## src/rtl/fetch_unit_if.sv

```systemverilog
// Fetch-stage bus bundle: imem request/response, redirect/halt control and the
// decode-side valid/ready handshake.
interface fetch_unit_if;
    logic        imem_req_valid;
    logic [31:0] imem_req_addr;
    logic        imem_req_ready;
    logic        imem_rsp_valid;
    logic [31:0] imem_rsp_data;
    logic        redirect_valid;
    logic [31:0] redirect_pc;
    logic        halt;
    logic        ir_valid;
    logic [31:0] ir;
    logic [31:0] ir_pc;
    logic        ir_ready;
    logic        halted;

    modport master (
        output imem_req_valid, imem_req_addr,
        input  imem_req_ready, imem_rsp_valid, imem_rsp_data,
        input  redirect_valid, redirect_pc, halt,
        output ir_valid, ir, ir_pc,
        input  ir_ready,
        output halted
    );

    modport slave (
        input  imem_req_valid, imem_req_addr,
        output imem_req_ready, imem_rsp_valid, imem_rsp_data,
        output redirect_valid, redirect_pc, halt,
        input  ir_valid, ir, ir_pc,
        output ir_ready,
        input  halted
    );
endinterface

```

## src/rtl/fetch_unit.sv

```systemverilog
// Instruction fetch stage: owns the PC, issues credit-limited imem reads, tags returns from an
// in-order PC queue and buffers them for decode; redirect flushes, halt drains then stops.
module fetch_unit #(
    parameter logic [31:0] RESET_PC  = 32'h0000_0000,
    parameter int          BUF_DEPTH = 2
) (
    input  logic         clk,
    input  logic         rst,
    fetch_unit_if.master bus
);
    localparam int CW = $clog2(BUF_DEPTH + 1);
    localparam int PW = $clog2(BUF_DEPTH);

    typedef enum logic [1:0] {S_RUN, S_DRAIN, S_HALTED} state_t;

    state_t        r_state, w_state_nxt;
    logic          r_rst_q;
    logic [31:0]   r_pc;
    logic [CW-1:0] r_out, r_drop, r_cnt, w_out_nxt;
    logic [PW-1:0] r_rd, r_wr, r_trd, r_twr;
    logic [31:0]   r_data [BUF_DEPTH];
    logic [31:0]   r_dpc  [BUF_DEPTH];
    logic [31:0]   r_tag  [BUF_DEPTH];
    logic [31:0]   w_redir_pc;
    logic          w_req_valid, w_acc, w_rsp, w_redir, w_push, w_pop, w_ir_valid;

    function automatic logic [PW-1:0] f_inc(input logic [PW-1:0] p);
        return (p == PW'(BUF_DEPTH - 1)) ? '0 : p + 1'b1;
    endfunction

    assign w_redir_pc = bus.redirect_pc & ~32'h3;
    assign w_redir    = bus.redirect_valid && (r_state != S_HALTED);
    assign w_acc      = w_req_valid && bus.imem_req_ready;
    // a response with nothing outstanding belongs to a request issued before reset
    assign w_rsp      = bus.imem_rsp_valid && (r_out != '0);
    assign w_push     = w_rsp && (r_drop == '0) && !w_redir;
    assign w_ir_valid = (r_cnt != '0);
    assign w_pop      = w_ir_valid && bus.ir_ready && !w_redir;
    assign w_out_nxt  = r_out + CW'(w_acc) - CW'(w_rsp);

    always_ff @(posedge clk) begin
        if (rst) r_state <= S_RUN;
        else     r_state <= w_state_nxt;
    end

    always_comb begin
        w_state_nxt = r_state;
        case (r_state)
            S_RUN:   if (bus.halt && !w_redir) w_state_nxt = S_DRAIN;
            S_DRAIN: if (r_out == '0)          w_state_nxt = S_HALTED;
            default: w_state_nxt = r_state;
        endcase
    end

    // r_rst_q keeps the request line low for the cycle following a reset edge
    always_comb begin
        w_req_valid = (r_state == S_RUN) && !r_rst_q &&
                      (({1'b0, r_out} + {1'b0, r_cnt}) < (CW + 1)'(BUF_DEPTH));
        bus.halted  = (r_state == S_HALTED);
    end

    always_ff @(posedge clk) begin
        if (rst) begin
            r_rst_q <= 1'b1;
            r_pc    <= RESET_PC;
            r_out   <= '0;
            r_drop  <= '0;
            r_cnt   <= '0;
            r_rd    <= '0;
            r_wr    <= '0;
            r_trd   <= '0;
            r_twr   <= '0;
        end else begin
            r_rst_q <= 1'b0;
            r_out   <= w_out_nxt;
            if (w_acc) r_twr <= f_inc(r_twr);
            if (w_rsp) r_trd <= f_inc(r_trd);
            if (w_redir) begin
                r_pc   <= w_redir_pc;
                // this cycle's response is already netted out of w_out_nxt
                r_drop <= w_out_nxt;
                r_cnt  <= '0;
                r_rd   <= '0;
                r_wr   <= '0;
            end else begin
                if (w_acc) r_pc <= r_pc + 32'd4;
                if (w_rsp && (r_drop != '0)) r_drop <= r_drop - 1'b1;
                if (w_push) r_wr <= f_inc(r_wr);
                if (w_pop)  r_rd <= f_inc(r_rd);
                r_cnt <= r_cnt + CW'(w_push) - CW'(w_pop);
            end
        end
    end

    always_ff @(posedge clk) begin
        if (w_acc) r_tag[r_twr] <= r_pc;
        if (w_push) begin
            r_data[r_wr] <= bus.imem_rsp_data;
            r_dpc[r_wr]  <= r_tag[r_trd];
        end
    end

    assign bus.imem_req_valid = w_req_valid;
    assign bus.imem_req_addr  = r_pc;
    assign bus.ir_valid       = w_ir_valid;
    assign bus.ir             = w_ir_valid ? r_data[r_rd] : '0;
    assign bus.ir_pc          = w_ir_valid ? r_dpc[r_rd]  : '0;

    always_ff @(posedge clk) begin
        if (!rst) assert (!(w_push && (r_cnt == CW'(BUF_DEPTH))));
    end
endmodule

```

## src/flat_wrapper.sv

```systemverilog
// flat-port wrapper written by rule: the top's interface ports become plain ports
module fetch_unit_flat 
#(
    parameter logic [31:0] RESET_PC  = 32'h0000_0000,
    parameter int          BUF_DEPTH = 2
)
  (clk, rst, bus_imem_req_valid, bus_imem_req_addr, bus_imem_req_ready, bus_imem_rsp_valid, bus_imem_rsp_data, bus_redirect_valid, bus_redirect_pc, bus_halt, bus_ir_valid, bus_ir, bus_ir_pc, bus_ir_ready, bus_halted);
  fetch_unit_if bus_i ();
  input  logic clk;
  input  logic rst;
  output wire logic [$bits(bus_i.imem_req_valid)-1:0] bus_imem_req_valid;
  output wire logic [$bits(bus_i.imem_req_addr)-1:0] bus_imem_req_addr;
  input wire logic [$bits(bus_i.imem_req_ready)-1:0] bus_imem_req_ready;
  input wire logic [$bits(bus_i.imem_rsp_valid)-1:0] bus_imem_rsp_valid;
  input wire logic [$bits(bus_i.imem_rsp_data)-1:0] bus_imem_rsp_data;
  input wire logic [$bits(bus_i.redirect_valid)-1:0] bus_redirect_valid;
  input wire logic [$bits(bus_i.redirect_pc)-1:0] bus_redirect_pc;
  input wire logic [$bits(bus_i.halt)-1:0] bus_halt;
  output wire logic [$bits(bus_i.ir_valid)-1:0] bus_ir_valid;
  output wire logic [$bits(bus_i.ir)-1:0] bus_ir;
  output wire logic [$bits(bus_i.ir_pc)-1:0] bus_ir_pc;
  input wire logic [$bits(bus_i.ir_ready)-1:0] bus_ir_ready;
  output wire logic [$bits(bus_i.halted)-1:0] bus_halted;
  assign bus_imem_req_valid = bus_i.imem_req_valid;
  assign bus_imem_req_addr = bus_i.imem_req_addr;
  assign bus_i.imem_req_ready = bus_imem_req_ready;
  assign bus_i.imem_rsp_valid = bus_imem_rsp_valid;
  assign bus_i.imem_rsp_data = bus_imem_rsp_data;
  assign bus_i.redirect_valid = bus_redirect_valid;
  assign bus_i.redirect_pc = bus_redirect_pc;
  assign bus_i.halt = bus_halt;
  assign bus_ir_valid = bus_i.ir_valid;
  assign bus_ir = bus_i.ir;
  assign bus_ir_pc = bus_i.ir_pc;
  assign bus_i.ir_ready = bus_ir_ready;
  assign bus_halted = bus_i.halted;
  fetch_unit #(.RESET_PC(RESET_PC), .BUF_DEPTH(BUF_DEPTH)) u_core (.clk(clk), .rst(rst), .bus(bus_i));
endmodule
```

## config.mk

```make
export PLATFORM = sky130hd
export DESIGN_NAME = fetch_unit_flat
export DESIGN_NICKNAME = d
export VERILOG_FILES = /design/src/rtl/fetch_unit_if.sv /design/src/rtl/fetch_unit.sv /design/src/flat_wrapper.sv
export SDC_FILE = /design/constraint.sdc
export NUM_CORES = 1
export LEC_CHECK = 0
export ABC_AREA = 1
export CAP_MARGIN = 20
export CORE_ASPECT_RATIO = 0.75
export CORE_MARGIN = 2
export CORE_UTILIZATION = 43
export DETAILED_ROUTE_END_ITERATION = 7
export PLACE_DENSITY = 0.7
export SLEW_MARGIN = 10
export SYNTH_ARGS = -nofsm -noshare
export SYNTH_HDL_FRONTEND = slang
export SYNTH_SLANG_ARGS = --single-unit
export TNS_END_PERCENT = 50
```

## constraint.sdc

```tcl
create_clock -name clk -period 6.8 [get_ports clk]
set_clock_uncertainty 0.2 [all_clocks]
set_input_delay 1.36 -clock clk [delete_from_list [all_inputs] [get_ports clk]]
set_output_delay 1.36 -clock clk [all_outputs]
set_load 0.01 [all_outputs]
```

==> reports/results.ini, run 1 <==
[power_and_ir_drop]
seqPwrFrac = 0.482
p_int_w = 0.00272
p_leak_nw = 4.43
p_comb_frac = 0.159
switching_power_w = 0.000931
pwr-share-clk = 0.359
switching_share = 0.255
power_density_nw_per_um2 = 291
peakVddDrop_v = 0.000159

[timing]
rsz0062_at_grt = no
slew_headroom = 0.397
hold_violations = 0
post-route-period-util = 0.635
worst_pin_slew_ns = 0.902
finalWorstSetupSlack_ns = 2.48
finalSetupViolations = 0
drv_slew = 0
tns_ns = 0
layout_min_cycle_time_ns = 4.32
fmax_ghz = 0.232

[synth]
synthTopCellsByCount = nand2_1, edfxtp_1, a21oi_1, nor2_1, inv_1
synth_edf_count = 184
async_flop_share = 0
yosysMostFrequentCell = nand2_1
ys_seq_area_frac = 0.654
syn_inst = 914
synth_area_leaders = edfxtp_1, nand2_1, dfxtp_1, a21oi_1, mux2_2
synthesis.area_sq_um = 9820
synth_cell_types = 43
synth_seq_cells = 229
synth_largest_area_cell = edfxtp_1
ys_warn_count = 0
synth_top_area_frac = 0.563
ys.flop_type = edfxtp_1
syn_avg_cell_area_sq_um = 10.7

[floorplan]
row_count = 47
start_util = 0.442
core_area_sq_um = 22200
dieHeight_um = 135
die-width_um = 179
io_pins = 170
die-area_sq_um = 24100

[layout]
final_layout_size_suffix_gt1_frac = 0.125
regArea_sq_um = 6430
nets = 1156
fill_cells = 1842
area_growth_pct = 28.0
instances_no_fill = 1391
diodes = 0
multiInputGateArea_sq_um = 2980

[clock_tree]
cts_setup_buffers = 0
cts_buffer_depth = 3
cts_root_buffer = clkbuf_16
cts-hold-fix-buffers = 0
cts_num_sinks = 229
worstSkewPairLatency_ns = 0.51
path_clk_slew_ns = 0.06
cts-buffers-inserted = 24
cts_tree = done
cts_max_level = 1
post_cts_resized = 0

[critical_path]
cpMaxStageDelayCell = clkdlybuf4s50_1
path_max_fanout = 63
critical_path_class = flip-flop to primary output
crit_chain = buf_4 -> inv_2 -> buf_4 -> nand2_1 -> a21oi_1 -> clkdlybuf4s50_1
critical-path-max-stage-delay_ns = 0.57
ff2ff_setup_slack_ns = 3.79
crit_buf_inv = 4
timing.rr.start = u_core.r_state[0]
r2r_end = u_core.r_data[1][13]
reg2regPathDepth = 9
crit_top_cell = buf_4
crit_required_ns = 5.24
end_kind = primary output
cpLargestDelayFamily = buffers and inverters
start_kind = flip-flop
critPathArrivalTime_ns = 2.76

[routing]
routed_wirelength_mm = 22.3
wire_per_inst_um = 16.0
vias = 6968
drcViolationCount = 0
via_per_inst = 5.01
postRouteAntennaNets = 0
firstDrtPassIters = 5
drtIter0Drc = 458

[global_route]
grt_pass1_wl_mm = 34.0
grt_start_max_net_pins = 64
grt.overflow.total = 0
antenna_found_initial = 1
grt_pass1_vias = 6398
grt_usage = 0.182

[worst_hold_path]
min_from = u_core.r_trd
worstHoldEndpoint = u_core.r_trd
hold_depth = 1
hold_path_class = flip-flop to flip-flop

[placed_design]
dp.cells = 1347
dp_slack_ns = 2.39
place.gp.congestion = 0.855
io_buffers = 163
dp_hpwl_mm = 14.4

[outcome]
status = completed

[flow_run]
maxCapViolations = 0

worst register-to-register path: stages (launching register included):
cell	delay [ns]
dfxtp_1	0.31
inv_1	0.08
nand2_1	0.08
inv_2	0.11
nor2_8	0.09
inv_6	0.33
nand3_1	0.33
nor2_4	0.70
buf_16	0.24
buf_4	0.23
stage by stage:
step                hold slack (ns)  instance area (sq um)  utilization  power [W]
floorplan                     0.225                   9830            -    0.00213
global placement              0.235                  11700        0.527    0.00234
finish                        0.264                  12600        0.565    0.00365
global route                  0.292                  12600        0.565    0.00380
detailed placement            0.249                  11800        0.529    0.00237
CTS                           0.256                  12600        0.565    0.00368
layer usage:
layer / wire, um / up-vias / global-route usage / share of wire
met3: 1980 / 39 / 0.0358 / 0.089
li1: - / 3412 / - / -
met4: 493 / 2 / 0.0488 / 0.022
met5: 9 / - / 0 / 0.00040
met1: 10700 / 3235 / 0.274 / 0.48
met2: 9140 / 280 / 0.269 / 0.41
how the worst max path moves through the flow:
stage | from | to | slack (ns) | cells past startpoint
final | flip-flop | bus_ir_pc[27] | 2.48 | 6
after global routing | flip-flop | bus_ir_pc[20] | 2.27 | 6
after CTS | flip-flop | bus_ir_pc[8] | 2.41 | 6
after detailed placement | bus_redirect_valid | u_core.r_data[1][19] | 2.39 | 8
after global placement | bus_redirect_valid | u_core.r_data[1][21] | 2.19 | 7
after floorplan | bus_redirect_valid | u_core.r_data[1][0] | 1.59 | 6
cell type report:
class                      instances  share of cell area
sequential                       229               0.511
multi-input combinational        589               0.237
timing repair buffer             176               0.141
clock buffer                      26              0.0501
tap                              294              0.0293
inverter                          59              0.0182
clock inverter                    18              0.0136
cell families (layout without fill, tap and decap cells):
kind of cell,count (synthesis),count (layout),share of synthesized area
DFF,229,229,0.654
other,1,4,0.000382
muxes,30,30,0.0344
and+or+nand+nor,434,434,0.190
AOI/OAI and AO/OA,110,110,0.0615
adders and majority gates,6,6,0.00841
buffers and inverters,99,279,0.0468
xor gates and xnor gates,5,5,0.00446
sequential cells by signal, summed over array words and instances (netlist names), named ones only:
name                      count
u_core.r_rst_q                1
u_core.r_out                  2
u_core.r_drop                 2
u_core.r_cnt                  2
u_core.r_data                64
u_core.r_wr                   1
u_core.r_tag                 60
u_core.r_state                2
u_core.r_trd                  1
u_core.r_dpc                 60
u_core.r_rd                   1
u_core.bus.imem_req_addr     30
u_core.r_twr                  1
cell usage in the layout (no fill, tap or decap), types with 4 or more instances in the layout:
cell | Yosys | layout
mux2_2 | 30 | 30
clkinv_2 | 0 | 7
clkbuf_16 | 0 | 25
edfxtp_1 | 184 | 184
conb_1 | 1 | 4
nor2_4 | 5 | 8
clkdlybuf4s50_1 | 0 | 163
clkinv_1 | 1 | 6
o21ai_0 | 9 | 9
a21oi_1 | 81 | 81
dfxtp_1 | 45 | 44
buf_4 | 6 | 11
nand2_1 | 261 | 261
nand3_1 | 51 | 51
nor2_1 | 77 | 72
nand2_2 | 6 | 6
a21oi_2 | 7 | 7
inv_1 | 53 | 53
ha_1 | 5 | 5
nor2_2 | 20 | 22
xnor2_1 | 4 | 4
power by group through the flow:
| stage | logic (W) | clock network (W) | registers (W) |
|---|---|---|---|
| after global placement | 0.000562 | 0 | 0.00178 |
| after global routing | 0.000637 | 0.00139 | 0.00177 |
| after floorplan | 0.000355 | 0 | 0.00177 |
| after CTS | 0.000584 | 0.00134 | 0.00176 |
| final | 0.000580 | 0.00131 | 0.00176 |
| after detailed placement | 0.000578 | 0 | 0.00179 |
Power figures use the tool's default switching activity.
==> run 2, diff against run 1 <==
Settings changed: PLACE_DENSITY 0.7 to 0.73.
Clock period 6.8 ns to 3.5 ns, I/O delays scaled along.
==> run 2 against run 1 <==
Net effect:
- critical path depth grew 1
- sequential cell count unchanged
- via count down 0.14%
- sequential share of layout area increased by 0.30 points
- power is 88% higher
- worst hold slack got worse by 0.010 ns
- global-route usage up 0.25 points
- combinational power increased by 97%
- cell area is 0.58% lower
- critical endpoint is now bus_imem_req_valid
==> reports/results.ini, run 2 (synthesized netlist as in run 1, its figures left out) <==
[layout]
fin_util = 0.562  ; was 0.565
final_layout_size_suffix_gt1_frac = 0.125  ; about the same
nets = 1160  ; was 1,156
area_growth_pct = 27.2  ; was 28.0%
top_register = u_core.r_data  ; unchanged
layout_common_cells = nand2_1, edfxtp_1, clkdlybuf4s50_1, a21oi_1, nor2_1  ; unchanged
top_regs = u_core.r_data: 64 flops, u_core.r_dpc: 60 flops, u_core.r_tag: 60 flops  ; unchanged
final_common_cell = nand2_1  ; unchanged
largest_register_ffs = 64  ; unchanged
diodes = 0  ; unchanged
fill_cells = 1827  ; was 1,842
instances_no_fill = 1394  ; was 1,391

[timing]
finalSetupViolations = 0  ; unchanged
fmax_ghz = 0.309
drv_slew = 0  ; unchanged
hold_violations = 0  ; unchanged
worst_pin_slew_ns = 0.580  ; was 0.902 ns
rsz0062_at_grt = no  ; unchanged
post-route-period-util = 0.924
layout_min_cycle_time_ns = 3.23
slew_headroom = 0.612  ; was 0.397

[global_route]
grt_pass1_wl_mm = 34.7  ; was 34.0 mm
grt_start_max_net_pins = 63  ; was 64
grt_usage = 0.184  ; was 0.182
grtUsageMet2 = 0.282  ; was 0.269
top_usage_layer = met2  ; was met1
met1_usage = 0.273  ; was 0.274
grt_pass1_vias = 6505  ; was 6,398
grt.overflow.total = 0  ; unchanged
gr-usage-met3 = 0.0389  ; was 0.0358
antenna_found_initial = 1  ; unchanged

[critical_path]
critPathArrivalTime_ns = 2.33  ; was 2.76 ns
critical_path_class = flip-flop to primary output  ; unchanged
ff2ff_setup_slack_ns = 0.93  ; was 3.79 ns
timing.rr.start = u_core.r_cnt[0]  ; was u_core.r_state[0]
end_kind = primary output  ; unchanged
r2r_end = u_core.r_tag[0][9]  ; was u_core.r_data[1][13]
path_max_fanout = 3  ; was 63
start_kind = flip-flop  ; unchanged
reg2regPathDepth = 9  ; unchanged
crit_required_ns = 2.60  ; was 5.24 ns

[outcome]
status = completed  ; unchanged

[floorplan]
row_count = 47  ; unchanged
io_pins = 170  ; unchanged
dieHeight_um = 135  ; unchanged
die-area_sq_um = 24100  ; unchanged
start_util = 0.442  ; unchanged
core_area_sq_um = 22200  ; unchanged
die-width_um = 179  ; unchanged

[clock_tree]
cts-hold-fix-buffers = 0  ; unchanged
path_clk_slew_ns = 0.06  ; about the same
cts_tree = done  ; unchanged
cts_buffer_depth = 3  ; unchanged
cts-buffers-inserted = 24  ; unchanged
cts_setup_buffers = 0  ; unchanged
cts_root_buffer = clkbuf_16  ; unchanged
cts_num_sinks = 229  ; unchanged
post_cts_resized = 0  ; unchanged
worstSkewPairLatency_ns = 0.51  ; about the same
cts_max_level = 1  ; unchanged

[routing]
wire_per_inst_um = 16.1  ; was 16.0 um
drcViolationCount = 0  ; unchanged
firstDrtPassIters = 5  ; unchanged
vias = 6958  ; was 6,968
routed_wirelength_mm = 22.5  ; was 22.3 mm
via_per_inst = 4.99  ; was 5.01
drtIter0Drc = 557  ; was 458
postRouteAntennaNets = 0  ; unchanged

[flow_run]
maxCapViolations = 0  ; unchanged

[power_and_ir_drop]
p_comb_frac = 0.166  ; was 0.159
seqPwrFrac = 0.499  ; was 0.482
power_density_nw_per_um2 = 549  ; was 291 nW/um^2
switching_power_w = 0.00181  ; was 0.000931 W
p_leak_nw = 4.38  ; was 4.43 nW
switching_share = 0.264  ; was 0.255
pwr-share-clk = 0.335  ; was 0.359
p_int_w = 0.00505  ; was 0.00272 W
peakVddDrop_v = 0.000364  ; was 0.000159 V

[worst_hold_path]
hold_depth = 1  ; unchanged
worstHoldEndpoint = u_core.r_trd  ; unchanged
hold_path_class = flip-flop to flip-flop  ; unchanged
min_from = u_core.r_trd  ; unchanged

[placed_design]
io_buffers = 163  ; unchanged
place.gp.congestion = 0.883  ; was 0.855
dp.cells = 1351  ; was 1,347
dp_hpwl_mm = 14.9  ; was 14.4 mm

[run 2: cell count changes in the layout (fill, tap and decap cells not counted)]
cell	previous run	this run
clkinv_2	7	5
buf_4	11	15
buf_12	0	2
clkinv_1	6	2
bufinv_16	3	0
buf_16	2	0
clkbuf_16	25	24
clkinvlp_4	1	2
inv_8	1	0
clkinv_8	0	1
clkinv_4	0	2
clkbuf_1	1	7
[run 2: worst max-delay path by stage]
| stage | startpoint | endpoint | slack [ns] |
|---|---|---|---|
| 2_1_floorplan | bus_redirect_valid | u_core.r_data[1][0] | -0.02 |
| 3_3_place_gp | bus_redirect_valid | u_core.bus.imem_req_addr[9] | 0.61 |
| 3_5_place_dp | bus_redirect_valid | u_core.bus.imem_req_addr[20] | 0.57 |
| 4_1_cts | u_core.r_cnt[0] | bus_imem_req_valid | 0.23 |
| 5_1_grt | u_core.r_cnt[0] | bus_imem_req_valid | 0.11 |
| 6_report | u_core.r_cnt[0] | bus_imem_req_valid | 0.27 |
[run 2: final cells by class]
type,instances,area [sq um],share of cell area
clock buffer,31,627,0.0502
clock inverter,12,86.3,0.00691
inverter,59,229,0.0183
multi-input combinational,589,2980,0.238
sequential,229,6430,0.514
tap,294,368,0.0294
timing repair buffer,180,1780,0.143
[run 2: worst max-delay path, cell delays in order, from the launching register on]
cell	delay, ns
dfxtp_1	0.42
nand2_1	0.08
inv_1	0.06
fa_1	0.41
nor2_1	0.09
nand2_1	0.08
nor2_4	0.11
clkdlybuf4s50_1	0.56
[run 2: layer usage]
metal  part of all wire  up-vias
li1                   -     3427
met4              0.012        0
met2               0.43      296
met5                  0        -
met3              0.097       29
met1               0.47     3206
[run 2: metrics by stage]
stage | setup WS, ns | setup TNS [ns] | cell area, sq um | total power [W] | hold slack, ns
floorplan | -0.0246 | -1.84 | 9840 | 0.00413 | 0.225
detailed placement | 0.570 | 0 | 11800 | 0.00461 | 0.245
CTS | 0.229 | 0 | 12500 | 0.00691 | 0.255
global placement | 0.612 | 0 | 11800 | 0.00457 | 0.235
global route | 0.107 | 0 | 12500 | 0.00716 | 0.282
finish | 0.266 | 0 | 12500 | 0.00685 | 0.254
[run 2: power by group through the flow]
stage	combinational, W	sequential [W]	clock (W)
2_1_floorplan	0.000691	0.00344	0
3_3_place_gp	0.00111	0.00346	0
3_5_place_dp	0.00113	0.00347	0
4_1_cts	0.00114	0.00342	0.00235
5_1_grt	0.00125	0.00344	0.00246
6_report	0.00114	0.00342	0.00230
==> run 3, diff against run 2 <==
Settings changed: ABC_CLOCK_PERIOD_IN_PS set to 3500.
==> results of run 3 <==
Same layout as run 2: the final DEF is identical, and so are final timing and power.
